$ cat src/rtl/ste_hslot_arb_if.sv
// ste_hslot_arb_if: requester/memory side bundle of the horizontal-blank slot
// arbiter. The master side is the requester/memory complex; the slave side
// is the arbiter itself. stat_* carry zero unless ARB_STATS_EN is defined.
interface ste_hslot_arb_if #(
  parameter int NREQ = 2
);
  logic [NREQ-1:0]       req;
  logic [NREQ-1:0]       urgent;
  logic [NREQ-1:0][22:0] req_addr;    // slice i == bits [23*i+22:23*i]
  logic [NREQ-1:0]       grant;
  logic [NREQ-1:0]       ack;
  logic                  read;
  logic [22:0]           saddr;
  logic [NREQ-1:0][7:0]  stat_grants;
  logic [7:0]            stat_starve;

  modport master (
    output req, urgent, req_addr,
    input  grant, ack, read, saddr, stat_grants, stat_starve
  );

  modport slave (
    input  req, urgent, req_addr,
    output grant, ack, read, saddr, stat_grants, stat_starve
  );
endinterface

$ cat src/rtl/ste_hslot_arb.sv
// ste_hslot_arb: shares the hsync bus_cycle-0 memory slot among NREQ engines.
// A winner is picked at the end of bus_cycle 3 (urgent first, then
// round-robin among requesters still under their per-line quota), read and
// saddr are driven through bus_cycle 0, and ack pulses on the completion clk.
// Optional: define ARB_STATS_EN to build the saturating grant/starve counters.

// Per-requester state: line quota counter, eligibility, optional grant stat.
module ste_hslot_arb_lane #(
  parameter int LINE_QUOTA = 4,
  parameter int QW         = 3
) (
  input  logic       clk,
  input  logic       reset_n,
  input  logic       req_i,
  input  logic       urgent_i,
  input  logic       qclr_i,
  input  logic       inc_i,
  output logic       elig_o,
  output logic [7:0] stat_o
);
  logic [QW-1:0] quota_q, quota_d;
  logic          under_q;

  assign under_q = (quota_q < QW'(LINE_QUOTA));
  assign elig_o  = req_i && (urgent_i || under_q);

  // Quota next state: a new line clears, which beats a same-clk grant.
  always_comb begin
    quota_d = quota_q;
    if (qclr_i)
      quota_d = '0;
    else if (inc_i && under_q)
      quota_d = quota_q + 1'b1;
  end

  // Quota register.
  always_ff @(posedge clk or negedge reset_n) begin
    if (!reset_n) quota_q <= '0;
    else          quota_q <= quota_d;
  end

`ifdef ARB_STATS_EN
  logic [7:0] stat_q;

  // Saturating count of acks delivered to this requester.
  always_ff @(posedge clk or negedge reset_n) begin
    if (!reset_n)
      stat_q <= '0;
    else if (inc_i && (stat_q != 8'hFF))
      stat_q <= stat_q + 8'd1;
  end

  assign stat_o = stat_q;
`else
  assign stat_o = '0;
`endif
endmodule

module ste_hslot_arb #(
  parameter int NREQ       = 2,
  parameter int LINE_QUOTA = 4
) (
  input  logic              clk,
  input  logic              reset_n,
  input  logic              clk_8_en,
  input  logic [1:0]        bus_cycle,
  input  logic              hsync,
  ste_hslot_arb_if.slave    bus
);
  localparam int IW = (NREQ > 1) ? $clog2(NREQ) : 1;
  localparam int QW = $clog2(LINE_QUOTA + 1);

  typedef enum logic {S_IDLE = 1'b0, S_ARMED = 1'b1} state_t;

  state_t          state_q, state_d;
  logic [NREQ-1:0] grant_q, grant_d;
  logic [IW-1:0]   win_q, win_d;
  logic [IW-1:0]   rr_q, rr_d;
  logic [22:0]     saddr_q, saddr_d;
  logic            hsync_q;

  logic            dec_pt, cmp_pt, qclr;
  logic            win_found;
  logic [IW-1:0]   win_sel;
  logic [NREQ-1:0] elig;
  logic [NREQ-1:0] ack_vec;

  // (base + k) mod NREQ without a divider; base < NREQ and k < NREQ.
  function automatic logic [IW-1:0] rot_idx(input logic [IW-1:0] base, input int k);
    int j;
    j = int'(base) + k;
    if (j >= NREQ) j = j - NREQ;
    return IW'(j);
  endfunction

  assign dec_pt = clk_8_en && (bus_cycle == 2'd3);
  assign cmp_pt = clk_8_en && (bus_cycle == 2'd0);
  assign qclr   = hsync && !hsync_q;

  genvar g;
  generate
    for (g = 0; g < NREQ; g++) begin : g_lane
      ste_hslot_arb_lane #(
        .LINE_QUOTA (LINE_QUOTA),
        .QW         (QW)
      ) u_lane (
        .clk      (clk),
        .reset_n  (reset_n),
        .req_i    (bus.req[g]),
        .urgent_i (bus.urgent[g]),
        .qclr_i   (qclr),
        .inc_i    (ack_vec[g]),
        .elig_o   (elig[g]),
        .stat_o   (bus.stat_grants[g])
      );
    end
  endgenerate

  // Winner pick: lowest-index eligible urgent, else first eligible from rr_q.
  // Loops run downward so the last hit is the preferred one.
  always_comb begin
    win_found = 1'b0;
    win_sel   = '0;
    for (int i = NREQ - 1; i >= 0; i--) begin
      if (elig[i] && bus.urgent[i]) begin
        win_found = 1'b1;
        win_sel   = IW'(i);
      end
    end
    if (!win_found) begin
      for (int k = NREQ - 1; k >= 0; k--) begin
        if (elig[rot_idx(rr_q, k)]) begin
          win_found = 1'b1;
          win_sel   = rot_idx(rr_q, k);
        end
      end
    end
  end

  // Slot FSM next state: arm at decision point, ack or abort at completion.
  always_comb begin
    state_d = state_q;
    grant_d = grant_q;
    win_d   = win_q;
    rr_d    = rr_q;
    saddr_d = saddr_q;
    ack_vec = '0;
    case (state_q)
      S_IDLE: begin
        if (dec_pt && hsync && win_found) begin
          state_d = S_ARMED;
          grant_d = NREQ'(1) << win_sel;
          win_d   = win_sel;
          saddr_d = bus.req_addr[win_sel];
        end
      end
      S_ARMED: begin
        if (cmp_pt) begin
          state_d = S_IDLE;
          grant_d = '0;
          // Abort (blank ended or requester withdrew) leaves rr/quota alone.
          if (hsync && bus.req[win_q]) begin
            ack_vec = grant_q;
            rr_d    = rot_idx(win_q, 1);
          end
        end
      end
      default: state_d = S_IDLE;
    endcase
  end

  // Slot FSM and pointer registers.
  always_ff @(posedge clk or negedge reset_n) begin
    if (!reset_n) begin
      state_q <= S_IDLE;
      grant_q <= '0;
      win_q   <= '0;
      rr_q    <= '0;
      saddr_q <= '0;
      hsync_q <= 1'b0;
    end else begin
      state_q <= state_d;
      grant_q <= grant_d;
      win_q   <= win_d;
      rr_q    <= rr_d;
      saddr_q <= saddr_d;
      hsync_q <= hsync;
    end
  end

  assign bus.grant = grant_q;
  assign bus.ack   = ack_vec;
  assign bus.saddr = saddr_q;
  // read tracks hsync directly so a blank ending mid-slot drops it at once.
  assign bus.read  = (state_q == S_ARMED) && (bus_cycle == 2'd0) && hsync;

`ifdef ARB_STATS_EN
  logic       starve;
  logic [7:0] starve_q;

  assign starve = dec_pt && hsync && (state_q == S_IDLE) && (|bus.req) && !win_found;

  // Saturating count of decision points lost with requests pending.
  always_ff @(posedge clk or negedge reset_n) begin
    if (!reset_n)
      starve_q <= '0;
    else if (starve && (starve_q != 8'hFF))
      starve_q <= starve_q + 8'd1;
  end

  assign bus.stat_starve = starve_q;
`else
  assign bus.stat_starve = '0;
`endif

  a_grant_onehot: assert property (@(posedge clk) disable iff (!reset_n) $onehot0(grant_q));
  a_ack_onehot:   assert property (@(posedge clk) disable iff (!reset_n) $onehot0(ack_vec));
  a_read_armed:   assert property (@(posedge clk) disable iff (!reset_n) bus.read |-> (state_q == S_ARMED));
endmodule

$ cat src/flat_wrapper.sv
// flat-port wrapper written by rule: the top's interface ports become plain ports
module ste_hslot_arb_flat 
#(
  parameter int NREQ       = 2,
  parameter int LINE_QUOTA = 4
)
  (clk, reset_n, clk_8_en, bus_cycle, hsync, bus_req, bus_urgent, bus_req_addr, bus_grant, bus_ack, bus_read, bus_saddr, bus_stat_grants, bus_stat_starve);
  ste_hslot_arb_if #(.NREQ(NREQ)) bus_i ();
  input  logic clk;
  input  logic reset_n;
  input  logic clk_8_en;
  input  logic [1:0] bus_cycle;
  input  logic hsync;
  input wire logic [$bits(bus_i.req)-1:0] bus_req;
  input wire logic [$bits(bus_i.urgent)-1:0] bus_urgent;
  input wire logic [$bits(bus_i.req_addr)-1:0] bus_req_addr;
  output wire logic [$bits(bus_i.grant)-1:0] bus_grant;
  output wire logic [$bits(bus_i.ack)-1:0] bus_ack;
  output wire logic [$bits(bus_i.read)-1:0] bus_read;
  output wire logic [$bits(bus_i.saddr)-1:0] bus_saddr;
  output wire logic [$bits(bus_i.stat_grants)-1:0] bus_stat_grants;
  output wire logic [$bits(bus_i.stat_starve)-1:0] bus_stat_starve;
  assign bus_i.req = bus_req;
  assign bus_i.urgent = bus_urgent;
  assign bus_i.req_addr = bus_req_addr;
  assign bus_grant = bus_i.grant;
  assign bus_ack = bus_i.ack;
  assign bus_read = bus_i.read;
  assign bus_saddr = bus_i.saddr;
  assign bus_stat_grants = bus_i.stat_grants;
  assign bus_stat_starve = bus_i.stat_starve;
  ste_hslot_arb #(.NREQ(NREQ), .LINE_QUOTA(LINE_QUOTA)) u_core (.clk(clk), .reset_n(reset_n), .clk_8_en(clk_8_en), .bus_cycle(bus_cycle), .hsync(hsync), .bus(bus_i));
endmodule
$ cat config.mk
export PLATFORM = sky130hd
export DESIGN_NAME = ste_hslot_arb_flat
export DESIGN_NICKNAME = d
export VERILOG_FILES = /design/src/rtl/ste_hslot_arb_if.sv /design/src/rtl/ste_hslot_arb.sv /design/src/flat_wrapper.sv
export SDC_FILE = /design/constraint.sdc
export NUM_CORES = 1
export LEC_CHECK = 0
export ABC_AREA = 0
export CAP_MARGIN = 20
export CORE_UTILIZATION = 42
export CTS_BUF_LIST = sky130_fd_sc_hd__clkbuf_4
export CTS_CLUSTER_DIAMETER = 200
export CTS_CLUSTER_SIZE = 16
export DETAILED_ROUTE_END_ITERATION = 7
export PLACE_DENSITY = 0.94
export SLEW_MARGIN = 20
export SYNTH_ARGS = -nofsm -noshare
export SYNTH_HDL_FRONTEND = slang
export SYNTH_SLANG_ARGS = --single-unit
export TNS_END_PERCENT = 1
$ cat constraint.sdc
create_clock -name clk -period 4.37 [get_ports clk]
set_input_delay 0.874 -clock clk [delete_from_list [all_inputs] [get_ports clk]]
set_output_delay 0.874 -clock clk [all_outputs]
set_load 0.03 [all_outputs]
==> summary.txt, run 1 <==
Global routing
  – First-pass GRT wire length: about 7500 um
  – GR Util All Layers: 0.220
  – Vias in the first global route: 1521
  – Largest net degree at the start of global routing: 36
  – Initial antenna violation count: 0
  – GR Overflow Total: 0

Yosys
  – Top post-synthesis cells by area: dfrtp_1 47%, a221o_1 12%, buf_4 11%, a21boi_0 9.2%, nor4_4 2.3%
  – Cell variety after synth: 29
  – Synth Register Bits: 35
  – Post-synth EDFFs: 0
  – Most numerous cell in the Yosys netlist: dfrtp_1
  – Syn avg cell area: 11.3 um^2
  – Sequential area share after synthesis: 0.467
  – Netlist Area Pre-Place: 0.00187 mm^2
  – Most used DFF post-synth: dfrtp_1
  – Ys Warns: 0
  – Synth top area share: 0.467
  – Cells after Synth: 166
  – Top post-synthesis cells by count: 35 x dfrtp_1, 27 x buf_4, 23 x a21boi_0, 23 x a221o_1, 9 x nor2_1
  – Post-synth top area cell: dfrtp_1
  – Asr flop ratio synth: 1.00

STA
  – Fmax: approximately 0.26 GHz
  – Final setup fails: 0
  – Max-slew violations: 0
  – Clock skew: a little under 0.008 ns
  – Max transition margin: 0.470
  – Min Tclk post-route: 3.85 ns
  – Worst-margin pin slew: slightly below 0.8 ns
  – RSZ-0062 raised after global routing: no
  – Setup TNS: 0 ns
  – Hold Violations, Final: 0
  – WHS: 0.527 ns
  – Setup ws final: 0.524 ns
  – Period utilisation layout: 0.880

Clock tree
  – CTS clk-pin slew, worst paths: 0.11 ns
  – TritonCTS clock tree: done
  – Setup bufs post-CTS: 0
  – Num CTS Buffers: 5
  – Sink Count: 35
  – H-tree depth: 2
  – Hold Buf Count CTS: 0
  – Clk root buf: clkbuf_4
  – Clock buffer depth: 2
  – Clock Latency Late Sink: approximately 0.33 ns
  – Post-cts sizing count: 0

Flow run
  – Max-Cap Viols: 0

Routing
  – Remaining DRCs: 0
  – Detailed-route via count: 1566
  – Via density: 5.24
  – First-pass DRT Iterations: 6
  – DR iter-0 viols: 82
  – Antenna-violating nets left: 0
  – DR WL/cell: 16.3 um
  – Drt total wl: 4860 um

Power and ir drop
  – Worst VDD drop: 0.000224 V
  – Static Leak: 1.16 nW
  – Power Dens Cells: 404 mW/mm^2

Die
  – Die Wd: between 60 and 70 um
  – Die Y: 68.8 um
  – Initial Util: 0.452
  – Die area: 0.00473 mm^2
  – Core ar.: 0.00414 mm^2
  – I/O pins: 108
  – Site Rows: 23

Worst setup path
  – Crit-path max FO: 6
  – Critical Path End Type: output pin
  – Most frequent CP cell: clkdlybuf4s50_1
  – Worst path bufs/invs: 2
  – Slowest cell on the critical path: clkdlybuf4s50_1
  – CP delay by family, top: buffers and inverters
  – Worst endpoint required time: 3.50 ns
  – CP Launch Type: input port
  – Crit Path Class: in2out
  – CP Cell Sequence: clkdlybuf4s50_1, or3b_4, nor3_2, and2_1, clkdlybuf4s50_1
  – Max incr delay on CP: 0.66 ns
  – CP arrival: 2.97 ns

Status
  – Status: completed

Cells and area
  – Util after Layout: 0.651
  – Final nets: 306
  – Non-Filler Instances: 299
  – Share of layout cells above drive strength 1: 0.0723
  – Antenna diodes: 0
  – Area Overhead vs Synth: 44.0%

Placement
  – Final GP Congestion: 0.734
  – Dpl ws: 0.528 ns
  – Placed Cells: 291
  – Port Buffer Count: slightly above 80
  – Post-DP HPWL: 3680 um

Min path
  – Hold WC Path Type: reg2reg
-- final cells by class --
class,count,area (um^2)
repair buffers,87,861
multi-input cells,119,847
clock inverters,3,15.0
fillers,341,1450
flip-flops and latches,35,876
well taps,50,62.6
clock buffers,5,37.5
-- flip-flops by register name, indices dropped and copies added, names as in the netlist --
register                      cells
u_core.win_q                      1
u_core.hsync_q                    1
u_core.rr_q                       1
u_core.state_q                    1
u_core.bus.grant                  2
u_core.g_lane.u_lane.quota_q      6
u_core.bus.saddr                 23
-- layer usage --
metal	track usage	wire length, um	vias to the layer above	share of wire
met5	0	0	-	0
met2	0.377	2590	64	0.53
met1	0.273	1940	760	0.40
li1	-	-	734	-
met3	0.0510	254	8	0.052
met4	0.0663	78	0	0.016
-- final timing paths --
check                                              startpoint                            endpoint  slack (ns)  depth (start not counted)
max                                              bus_cycle[0]                          bus_ack[0]        0.52                          5
max in group asynchronous                             reset_n                u_core.bus.saddr[17]        3.12                          2
min in group asynchronous                             reset_n                u_core.bus.saddr[13]        0.94                          2
min reg2reg                u_core.g_lane[1].u_lane.quota_q[2]  u_core.g_lane[1].u_lane.quota_q[2]        0.53                          2
max reg2reg                                    u_core.state_q                u_core.bus.saddr[21]        2.32                          4
min                        u_core.g_lane[1].u_lane.quota_q[2]  u_core.g_lane[1].u_lane.quota_q[2]        0.53                          2
-- kinds of logic (layout without fill, tap and decap cells) --
family,after synthesis,after routing,synth area share
flops,35,35,0.467
other cells,1,24,0.00200
compound gates,56,56,0.252
fa+ha+maj,2,2,0.0133
simple gates,32,32,0.113
xor+xnor,2,2,0.00935
buf+inv,35,95,0.127
mux,3,3,0.0160
-- worst reg2reg max path, cell delays in order (launching register included) --
cell     delay [ns]
dfrtp_1        0.45
nor3_4         0.44
o311a_1        0.60
buf_4          0.30
a221o_1        0.19
-- cells in the final DEF (no fill, tap or decap), types with 2 or more instances in the layout --
| master | synthesis | routed |
|---|---|---|
| a21boi_0 | 23 | 23 |
| a21oi_1 | 3 | 3 |
| a221o_1 | 23 | 23 |
| a31o_2 | 2 | 2 |
| a31oi_1 | 2 | 2 |
| and2_1 | 3 | 3 |
| buf_4 | 27 | 4 |
| clkbuf_4 | 0 | 5 |
| clkdlybuf4s50_1 | 0 | 83 |
| clkinv_1 | 0 | 2 |
| conb_1 | 1 | 24 |
| dfrtp_1 | 35 | 35 |
| ha_1 | 2 | 2 |
| mux2i_1 | 3 | 3 |
| nand2_1 | 6 | 6 |
| nand2b_1 | 4 | 4 |
| nor2_1 | 9 | 9 |
| nor4_4 | 2 | 2 |
| xnor2_1 | 2 | 2 |
-- per-stage QoR --
step           instance area, um^2  total power, W
3_3_place_gp                  2650        0.000918
5_1_grt                       2700         0.00115
3_5_place_dp                  2650        0.000933
6_report                      2700         0.00109
2_1_floorplan                 1960        0.000725
4_1_cts                       2700         0.00110
-- where the power goes --
part | switching [W] | internal [W]
combinational | 0.000260 | 0.000227
sequential | 0.0000448 | 0.000394
clock | 0.000105 | 0.0000589
No activity file was read; power rests on OpenSTA's default activity.
==> run 2, diff against run 1 <==
--- a/config.mk
+++ b/config.mk
@@ -7,14 +7,13 @@
 export LEC_CHECK = 0
 export ABC_AREA = 0
 export CAP_MARGIN = 20
-export CORE_UTILIZATION = 42
-export CTS_BUF_LIST = sky130_fd_sc_hd__clkbuf_4
+export CORE_UTILIZATION = 41
 export CTS_CLUSTER_DIAMETER = 200
 export CTS_CLUSTER_SIZE = 16
 export DETAILED_ROUTE_END_ITERATION = 7
-export PLACE_DENSITY = 0.94
+export PLACE_DENSITY = 0.92
 export SLEW_MARGIN = 20
 export SYNTH_ARGS = -nofsm -noshare
 export SYNTH_HDL_FRONTEND = slang
 export SYNTH_SLANG_ARGS = --single-unit
-export TNS_END_PERCENT = 1
+export TNS_END_PERCENT = 5
==> run 2 against run 1 <==
Against the previous run:
- cell area up 1.1%
- global-route usage down 2.3 points
- clock skew down 0.0030 ns
- critical path type unchanged
==> summary.txt, run 2 (synthesis results as in run 1) <==
Routing
  – DR iter-0 viols: 79 (-3.7%)
  – Via density: 5.13 (-2.0%)
  – Remaining DRCs: 0 (unchanged)
  – Antenna-violating nets left: 0 (unchanged)
  – Detailed-route via count: 1534 (-2.0%)
  – First-pass DRT Iterations: 4 (-2)
  – Drt total wl: 4450 um (-8.5%)
  – DR WL/cell: 14.9 um (-8.5%)

Die
  – Core ar.: 0.00438 mm^2 (+5.8%)
  – Die area: 0.00485 mm^2 (+2.4%)
  – Initial Util: 0.428 (-0.0248)
  – I/O pins: 108 (unchanged)
  – Site Rows: 24 (+4.3%)
  – Die Y: 69.6 um (+1.2%)
  – Die Wd: 69.6 um (+1.2%)

Power and ir drop
  – Comb pwr share: 0.413 (-0.034)
  – Pint: 0.000764 W (+12%)
  – Flop pwr share: 0.373 (-0.030)
  – Worst VDD drop: 0.000204 V (-8.8%)
  – Clock share of power: 0.215 (+0.065)
  – Switching share of power: 0.346 (-0.0296)
  – Static Leak: 1.18 nW (+1.3%)
  – Total Power: 0.00117 W (+7.3%)
  – Power Dens Cells: 428 mW/mm^2 (+6.1%)
  – Switching power: 0.000405 W (-1.1%)

Clock tree
  – Clk root buf: clkbuf_8
  – Post-cts sizing count: 0 (unchanged)
  – Clock Latency Late Sink: 0.28 ns (-0.05 ns)
  – Clock buffer depth: 2 (unchanged)
  – TritonCTS clock tree: done
  – CTS clk-pin slew, worst paths: 0.07 ns (-0.04 ns)
  – Setup bufs post-CTS: 0 (unchanged)
  – Hold Buf Count CTS: 0 (unchanged)
  – Num CTS Buffers: 5 (unchanged)
  – Sink Count: 35 (unchanged)
  – H-tree depth: 2 (unchanged)

Cells and area
  – Final nets: 304 (-0.65%)
  – Commonest non-fill, non-tap cell in the layout: clkdlybuf4s50_1
  – Share of layout cells above drive strength 1: 0.0729 (+0.000585)
  – Max reg flops: 23 (unchanged)
  – Final Cell Area: 0.00273 mm^2 (+1.1%)
  – Commonest cells after routing, fill and taps aside: 82 x clkdlybuf4s50_1, 35 x dfrtp_1, 24 x conb_1, 23 x a21boi_0, 23 x a221o_1
  – Antenna diodes: 0 (unchanged)
  – FILL cells: 381 (+12%)
  – Footprint of the multi-input gates: 847 um^2 (unchanged)
  – FF+latch area: 876 um^2 (unchanged)
  – Area Overhead vs Synth: 45.6%

Worst setup path
  – Worst path bufs/invs: 2 (unchanged)
  – CP Launch Type: input port
  – Crit-path max FO: 6 (unchanged)
  – Worst reg2reg path depth: 4 (unchanged)
  – RR Startpoint: u_core.state_q
  – Worst endpoint required time: 3.50 ns (about the same)
  – Most frequent CP cell: clkdlybuf4s50_1
  – R2R Path End: u_core.bus.saddr[8]
  – CP delay by family, top: buffers and inverters
  – R2R setup slack: 2.24 ns (-0.08 ns)
  – Max incr delay on CP: 0.66 ns (about the same)
  – CP arrival: 2.96 ns (about the same)
  – Critical Path End Type: output pin
  – Slowest cell on the critical path: clkdlybuf4s50_1
  – CP Cell Sequence: clkdlybuf4s50_1, or3b_4, nor3_2, and2_1, clkdlybuf4s50_1
  – Crit Path Class: in2out

Placement
  – Dpl ws: 0.541 ns (+0.0134 ns)
  – Final GP Congestion: 0.782 (+6.5%)
  – Post-DP HPWL: 3210 um (-13%)
  – Port Buffer Count: 83 (unchanged)
  – DP Area: 0.00263 mm^2 (-0.66%)

Min path
  – Worst hold stages: 1 (-1)
  – Hold WC Path Type: reg2reg
  – Hold path endpoint: u_core.rr_q
  – Min-delay src: u_core.win_q

Global routing
  – First-pass GRT wire length: 7630 um (+2.2%)
  – Initial antenna violation count: 0 (unchanged)
  – GR Overflow Total: 0 (unchanged)
  – Vias in the first global route: 1619 (+6.4%)
  – GR Util All Layers: 0.197 (-0.0229)
  – Largest net degree at the start of global routing: 36 (unchanged)

STA
  – Clock skew: 0.00475 ns (-0.00300 ns)
  – Worst-margin pin slew: 0.880 ns (+0.0852 ns)
  – Max transition margin: 0.413 (-0.0568)
  – Fmax: 0.261 GHz (+0.39%)
  – Hold Violations, Final: 0 (unchanged)
  – WHS: 0.510 ns (-0.0170 ns)
  – Period utilisation layout: 0.877 (-0.00346)
  – Setup TNS: 0 ns (unchanged)
  – Max-slew violations: 0 (unchanged)
  – Final setup fails: 0 (unchanged)
  – Min Tclk post-route: 3.83 ns (-0.0151 ns)
  – Setup ws final: 0.539 ns (+0.0151 ns)
  – RSZ-0062 raised after global routing: no

Flow run
  – Max-Cap Viols: 0 (unchanged)

Status
  – Status: completed
## run 2: changes by cell type in the layout (fill, tap and decap cells not counted), sizes merged
cell	previous run	this run
buf	4	3
clkbuf	5	8
clkdlybuf4s50	83	82
clkinv	2	0
clkinvlp	1	0
## run 2: power groups by stage
stage	registers [W]	logic [W]	clock network (W)
2_1_floorplan	0.000564	0.000161	0
3_5_place_dp	0.000441	0.000485	0
5_1_grt	0.000444	0.000510	0.000273
6_report	0.000436	0.000482	0.000251
4_1_cts	0.000436	0.000486	0.000258
3_3_place_gp	0.000439	0.000474	0
## run 2: layout make-up
| class | instances | share of cell area |
|---|---|---|
| sequential | 35 | 0.321 |
| clock buffer | 8 | 0.0367 |
| multi-input combinational | 119 | 0.310 |
| tap | 52 | 0.0238 |
| timing repair buffer | 85 | 0.308 |
## run 2: metrics by stage
stage | instances | util
after floorplan | 189 | -
after global placement | 291 | 0.600
after detailed placement | 291 | 0.600
after CTS | 299 | 0.622
after global routing | 299 | 0.622
final | 299 | 0.622
## run 2: worst max-delay path by stage
| stage | endpoint | slack [ns] | cells after the start | from |
|---|---|---|---|---|
| final | bus_ack[1] | 0.54 | 5 | bus_cycle[0] |
| after global routing | bus_ack[0] | 0.43 | 5 | bus_cycle[0] |
| after CTS | bus_ack[0] | 0.54 | 5 | bus_cycle[0] |
| after detailed placement | bus_ack[0] | 0.54 | 5 | bus_cycle[0] |
| after global placement | bus_ack[0] | 0.58 | 5 | bus_cycle[0] |
| after floorplan | bus_ack[1] | 1.60 | 4 | bus_cycle[0] |
## run 2: layer usage
metal	share of wire	GRT usage	vias to the layer above
li1	-	-	727
met1	0.40	0.239	722
met2	0.52	0.343	77
met3	0.062	0.0451	8
met4	0.016	0.0689	0
met5	0	0	-
